$ cat config.mk
export PLATFORM = sky130hd
export DESIGN_NAME = ps2_keyboard_tx
export DESIGN_NICKNAME = d
export VERILOG_FILES = /design/src/rtl/ps2_keyboard_tx.sv
export SDC_FILE = /design/constraint.sdc
export NUM_CORES = 1
export LEC_CHECK = 0
export ABC_AREA = 1
export CAP_MARGIN = 5
export CORE_MARGIN = 10
export CORE_UTILIZATION = 54
export CTS_CLUSTER_DIAMETER = 50
export DETAILED_ROUTE_END_ITERATION = 10
export GPL_ROUTABILITY_DRIVEN = 0
export PLACE_DENSITY = 0.79
export SLEW_MARGIN = 25
export SYNTH_ARGS = -nofsm -noshare
export SYNTH_HDL_FRONTEND = slang
export SYNTH_SLANG_ARGS = --single-unit
$ cat constraint.sdc
create_clock -name i_clk -period 1.72 [get_ports i_clk]
set_clock_uncertainty 0.05 [all_clocks]
set_input_delay 0.516 -clock i_clk [delete_from_list [all_inputs] [get_ports i_clk]]
set_output_delay 0.516 -clock i_clk [all_outputs]
set_load 0.02 [all_outputs]
$ cat src/rtl/ps2_keyboard_tx.sv
// ps2_keyboard_tx
//
// Device-side PS/2 keyboard transmitter. Scan codes arrive on a parallel
// strobe interface, are buffered in a small FIFO and are sent one at a time
// as 11-bit PS/2 frames: start 0, eight data bits LSB first, odd parity,
// stop 1. Lines are driven push-pull; host-to-device traffic is not handled.
//
// Parameters
//   HALF   system clocks per PS/2 clock half-period (2..65535)
//   GAP    idle clocks with both lines high between frames (1..65535)
//   DEPTH  FIFO entries, power of two (2..16)
//
// Ports
//   i_clk       system clock, rising edge
//   i_clr_n     synchronous active-low reset
//   i_data      scan code to enqueue
//   i_valid     enqueue strobe, one code per cycle
//   o_ps2_clk   PS/2 clock, idles high
//   o_ps2_data  PS/2 data, idles high
//   o_full      FIFO holds DEPTH codes
//   o_overflow  sticky flag: a code was dropped because the FIFO was full
//   o_count     FIFO occupancy
//   o_busy      frame in progress, FSM not idle, or FIFO non-empty

module ps2_keyboard_tx #(
    parameter int HALF  = 4,
    parameter int GAP   = 8,
    parameter int DEPTH = 4
) (
    input  logic                     i_clk,
    input  logic                     i_clr_n,
    input  logic [7:0]               i_data,
    input  logic                     i_valid,
    output logic                     o_ps2_clk,
    output logic                     o_ps2_data,
    output logic                     o_full,
    output logic                     o_overflow,
    output logic [$clog2(DEPTH):0]   o_count,
    output logic                     o_busy
);

    localparam int AW = $clog2(DEPTH);
    localparam logic [AW:0] FULL_CNT  = (AW+1)'(DEPTH);
    localparam logic [15:0] HALF_LAST = 16'(HALF - 1);
    localparam logic [15:0] GAP_LAST  = 16'(GAP - 1);

    typedef enum logic [1:0] {S_IDLE, S_HIGH, S_LOW, S_GAP} state_t;

    state_t        state;
    logic [7:0]    mem [DEPTH];
    logic [AW-1:0] wr_ptr;
    logic [AW-1:0] rd_ptr;
    logic [AW:0]   count_next;
    logic [7:0]    head;
    logic          wr_en;
    logic          pop;
    logic [9:0]    shifter;
    logic [3:0]    bit_idx;
    logic [15:0]   timer;

    // Full is judged on the registered flag, so a write arriving on the
    // same edge as a pop from a full FIFO is still dropped.
    assign wr_en = i_valid && !o_full;
    assign pop   = (state == S_IDLE) && (o_count != '0);
    assign head  = mem[rd_ptr];

    always_comb begin
        count_next = o_count;
        if (wr_en && !pop) begin
            count_next = o_count + 1'b1;
        end else if (!wr_en && pop) begin
            count_next = o_count - 1'b1;
        end
    end

    // Storage array; no reset needed since the pointers define validity.
    always_ff @(posedge i_clk) begin
        if (i_clr_n && wr_en) begin
            mem[wr_ptr] <= i_data;
        end
    end

    // Pointers wrap naturally because DEPTH is a power of two.
    always_ff @(posedge i_clk) begin
        if (!i_clr_n) begin
            wr_ptr     <= '0;
            rd_ptr     <= '0;
            o_count    <= '0;
            o_full     <= 1'b0;
            o_overflow <= 1'b0;
        end else begin
            if (wr_en) begin
                wr_ptr <= wr_ptr + 1'b1;
            end
            if (pop) begin
                rd_ptr <= rd_ptr + 1'b1;
            end
            o_count <= count_next;
            o_full  <= (count_next == FULL_CNT);
            if (i_valid && o_full) begin
                o_overflow <= 1'b1;
            end
        end
    end

    // Frame serialiser. The start bit goes out on the pop edge; each later
    // bit is shifted out on the edge that begins a HIGH phase, so data is
    // stable for HALF cycles either side of every falling clock edge.
    // o_busy only drops on edges that land in IDLE with nothing queued.
    always_ff @(posedge i_clk) begin
        if (!i_clr_n) begin
            state      <= S_IDLE;
            o_ps2_clk  <= 1'b1;
            o_ps2_data <= 1'b1;
            shifter    <= '0;
            bit_idx    <= '0;
            timer      <= '0;
            o_busy     <= 1'b0;
        end else begin
            case (state)
                S_IDLE: begin
                    if (pop) begin
                        state      <= S_HIGH;
                        timer      <= '0;
                        bit_idx    <= '0;
                        o_ps2_data <= 1'b0;
                        shifter    <= {1'b1, ~^head, head};
                        o_busy     <= 1'b1;
                    end else begin
                        o_busy <= (count_next != '0);
                    end
                end
                S_HIGH: begin
                    if (timer == HALF_LAST) begin
                        timer     <= '0;
                        o_ps2_clk <= 1'b0;
                        state     <= S_LOW;
                    end else begin
                        timer <= timer + 1'b1;
                    end
                end
                S_LOW: begin
                    if (timer == HALF_LAST) begin
                        timer     <= '0;
                        o_ps2_clk <= 1'b1;
                        if (bit_idx < 4'd10) begin
                            bit_idx    <= bit_idx + 1'b1;
                            o_ps2_data <= shifter[0];
                            shifter    <= shifter >> 1;
                            state      <= S_HIGH;
                        end else begin
                            o_ps2_data <= 1'b1;
                            state      <= S_GAP;
                        end
                    end else begin
                        timer <= timer + 1'b1;
                    end
                end
                S_GAP: begin
                    if (timer == GAP_LAST) begin
                        timer  <= '0;
                        state  <= S_IDLE;
                        o_busy <= (count_next != '0);
                    end else begin
                        timer <= timer + 1'b1;
                    end
                end
                default: begin
                    state <= S_IDLE;
                end
            endcase
        end
    end

endmodule

==> metrics.cfg <==
[sta]
hold_viol = 0
timing.final.ws_setup_ps = -28.6
rsz0062_at_grt = true
max_freq_mhz = 572
slew_violations = 0
worstMarginPinSlew_ps = 299
holdWs_ps = 413
maxSlewHeadroom_pct = 79.8
setup_viol = 1
fin_crit_sh_pct = 102
post-route-min-period_ps = 1750

[cells_and_area]
final_nets = 588
drive_above_1_share_pct = 25.5
regArea_um2 = 1890
fin_cells = 667
nFillCells = 542
fin_area_um2 = 5020
areaGrowthSynthToFinish_pct = 26.1
insertedDiodeCount = 0
post-route-util_pct = 69.6
multiInputGateArea_um2 = 2010

[logic_synthesis]
ys.flop_type = dfxtp_1
syn_nets = 520
ys_top_cells_by_count = nand2_1, dfxtp_1, inv_1
yosysSeqAreaShare_pct = 47.3
ys_ff_latch = 78
syn_inst = 495
ys_warn_count = 0
synth.area.top_cells = edfxtp_1, dfxtp_1, nand2_1
yosys.area.top_type = edfxtp_1
async_flop_share_pct = 0
synth_top_area_share_pct = 24.1
synth_edf_count = 32
synth.avg_cell_area_um2 = 8.05
netlist_area_um2 = 3980
synth_cell_types = 37
synth.most_common_cell = nand2_1

[placement]
dp.cells = 638
placed_cell_area_um2 = 4520
hpwl_um = 6100
io_buffers = 18

[floorplan]
die_x_um = 106
die_area_um2 = 11200
start_util_pct = 55.2
core_area_um2 = 7210
io_pins = 19
std_cell_rows = 31
die_h_um = 106

[power_and_ir_drop]
power_density_nw_per_um2 = 1670
power.total_uw = 8370
pwr-share-comb_pct = 57.2
internal_power_uw = 4800
pwr-share-clk_pct = 14.0
ir_drop_mv = 1.16
power.leakage_uw = 0.00208
seqPwrFrac_pct = 28.8
swShare_pct = 42.6
power.switching_uw = 3570

[run]
drv_cap = 0

[grt]
grt-busiest-layer = met2
grt_overflow = 0
grt_pass1_vias = 3289
grt_max_degree = 20
antenna_found_initial = 0
grt_pass1_wl_um = 14600
met2_usage_pct = 26.0
grtUsageTotal_pct = 15.6
grtUsageMet3_pct = 3.65
use_met1_pct = 19.4

[drt]
dr_total_vias = 3499
remaining_drc_errors = 0
wl_um = 9410
drtIter0Drc = 180
wl_per_cell_um = 14.1
vias_per_cell = 5.25
firstDrtPassIters = 5
ant_nets = 0

[clock_tree]
path_clk_slew_ps = 80
cts_tree = built
hold_buffers = 0
cts_buffers = 9
cts-root-buf = clkbuf_8
htreeDepth = 3
clockBufferDepth = 2
cts_sinks = 78
clk_latency_ps = 340

[worst_hold_path]
hold_path_class = flop to flop

[outcome]
violations = negative setup slack
status = finished, violations left

[setup_path]
end_kind = flop
cp.arrival_ps = 1940
cp_data_required_time_ps = 1910
critPathMaxFanout = 4
cp-start-kind = primary input
path_class = primary input to flop

[final cells by class]
cell class,count,share of cell area [%]
clock buffer,10,2.74
tap,99,2.47
inverter,49,3.91
sequential,78,37.7
timing repair buffer,72,12.6
multi-input combinational,353,40.0
clock inverter,6,0.548
[state kept, by name (all words and copies together) (netlist names), named ones only]
| register | cells |
|---|---|
| bit_idx | 4 |
| mem | 32 |
| o_busy | 1 |
| o_count | 3 |
| o_full | 1 |
| o_overflow | 1 |
| o_ps2_clk | 1 |
| o_ps2_data | 1 |
| rd_ptr | 2 |
| shifter | 10 |
| state | 2 |
| timer | 16 |
| wr_ptr | 2 |
[kinds of logic after synthesis]
group	count (synthesis)	share of synthesized area, %
buffers and inverters	65	7.73
xor gates and xnor gates	13	2.86
and+or+nand+nor	272	30.6
DFF	78	47.3
adders and majority gates	14	4.40
AOI/OAI and AO/OA	53	7.13
[power groups by stage]
| stage | clock [uW] | sequential, uW | combinational, uW |
|---|---|---|---|
| floorplan | 0 | 2490 | 2720 |
| global placement | 0 | 2420 | 3730 |
| detailed placement | 0 | 2430 | 3850 |
| CTS | 1180 | 2400 | 4000 |
| global route | 1270 | 2450 | 5270 |
| finish | 1170 | 2410 | 4790 |
[metal layers]
metal / vias up / part of all wire, %
met2: 76 / 51
met5: - / 0
met1: 1660 / 44
met4: 0 / 1.3
met3: 13 / 3.9
li1: 1750 / -
[cells in the final DEF (no fill, tap or decap), types with 6 or more instances in the layout]
cell type	instances
nand3_1	28
inv_2	10
o21ai_0	20
nor2_4	8
ha_1	10
buf_4	47
clkbuf_8	10
nor2_2	6
nand2_2	20
nand4_1	11
dlygate4sd2_1	6
nor2_1	38
clkdlybuf4s50_1	10
xor2_1	8
nand3_2	8
dfxtp_1	41
inv_1	37
nand2_1	137
nor3_1	6
edfxtp_1	32
a21oi_1	21
[metrics by stage]
step / setup slack [ps] / setup TNS, ps
finish: -28.6 / -28.6
floorplan: -2.43 / -2.43
CTS: 5.26 / 0
global placement: -381 / -13520
global route: -156 / -951
detailed placement: -429 / -15470
[worst max-delay path, stage by stage]
cell             delay, ps
clkdlybuf4s50_1        470
inv_1                   60
nor2_4                 170
inv_2                   60
nand2_2                 90
nand2_2                100
xor2_1                 180
nor2_1                 100
nand3b_1                80
nand3_1                 70
inv_1                   40
[what timing repair did]
item	CTS	global route
setup endpoints to repair	32	38
gates cloned	0	1
setup buffers	2	10
pin swaps	4	13
resized for setup	19	52
[final timing paths]
kind	from	to	slack (ps)	depth (start not counted)
hold / removal	shifter[3]	shifter[3]	410	2
setup reg to reg	state[0]	state[0]	0	7
hold reg to reg	shifter[3]	shifter[3]	410	2
setup / recovery	i_valid	o_busy	-30	11
(Power assumes the default switching activity.)
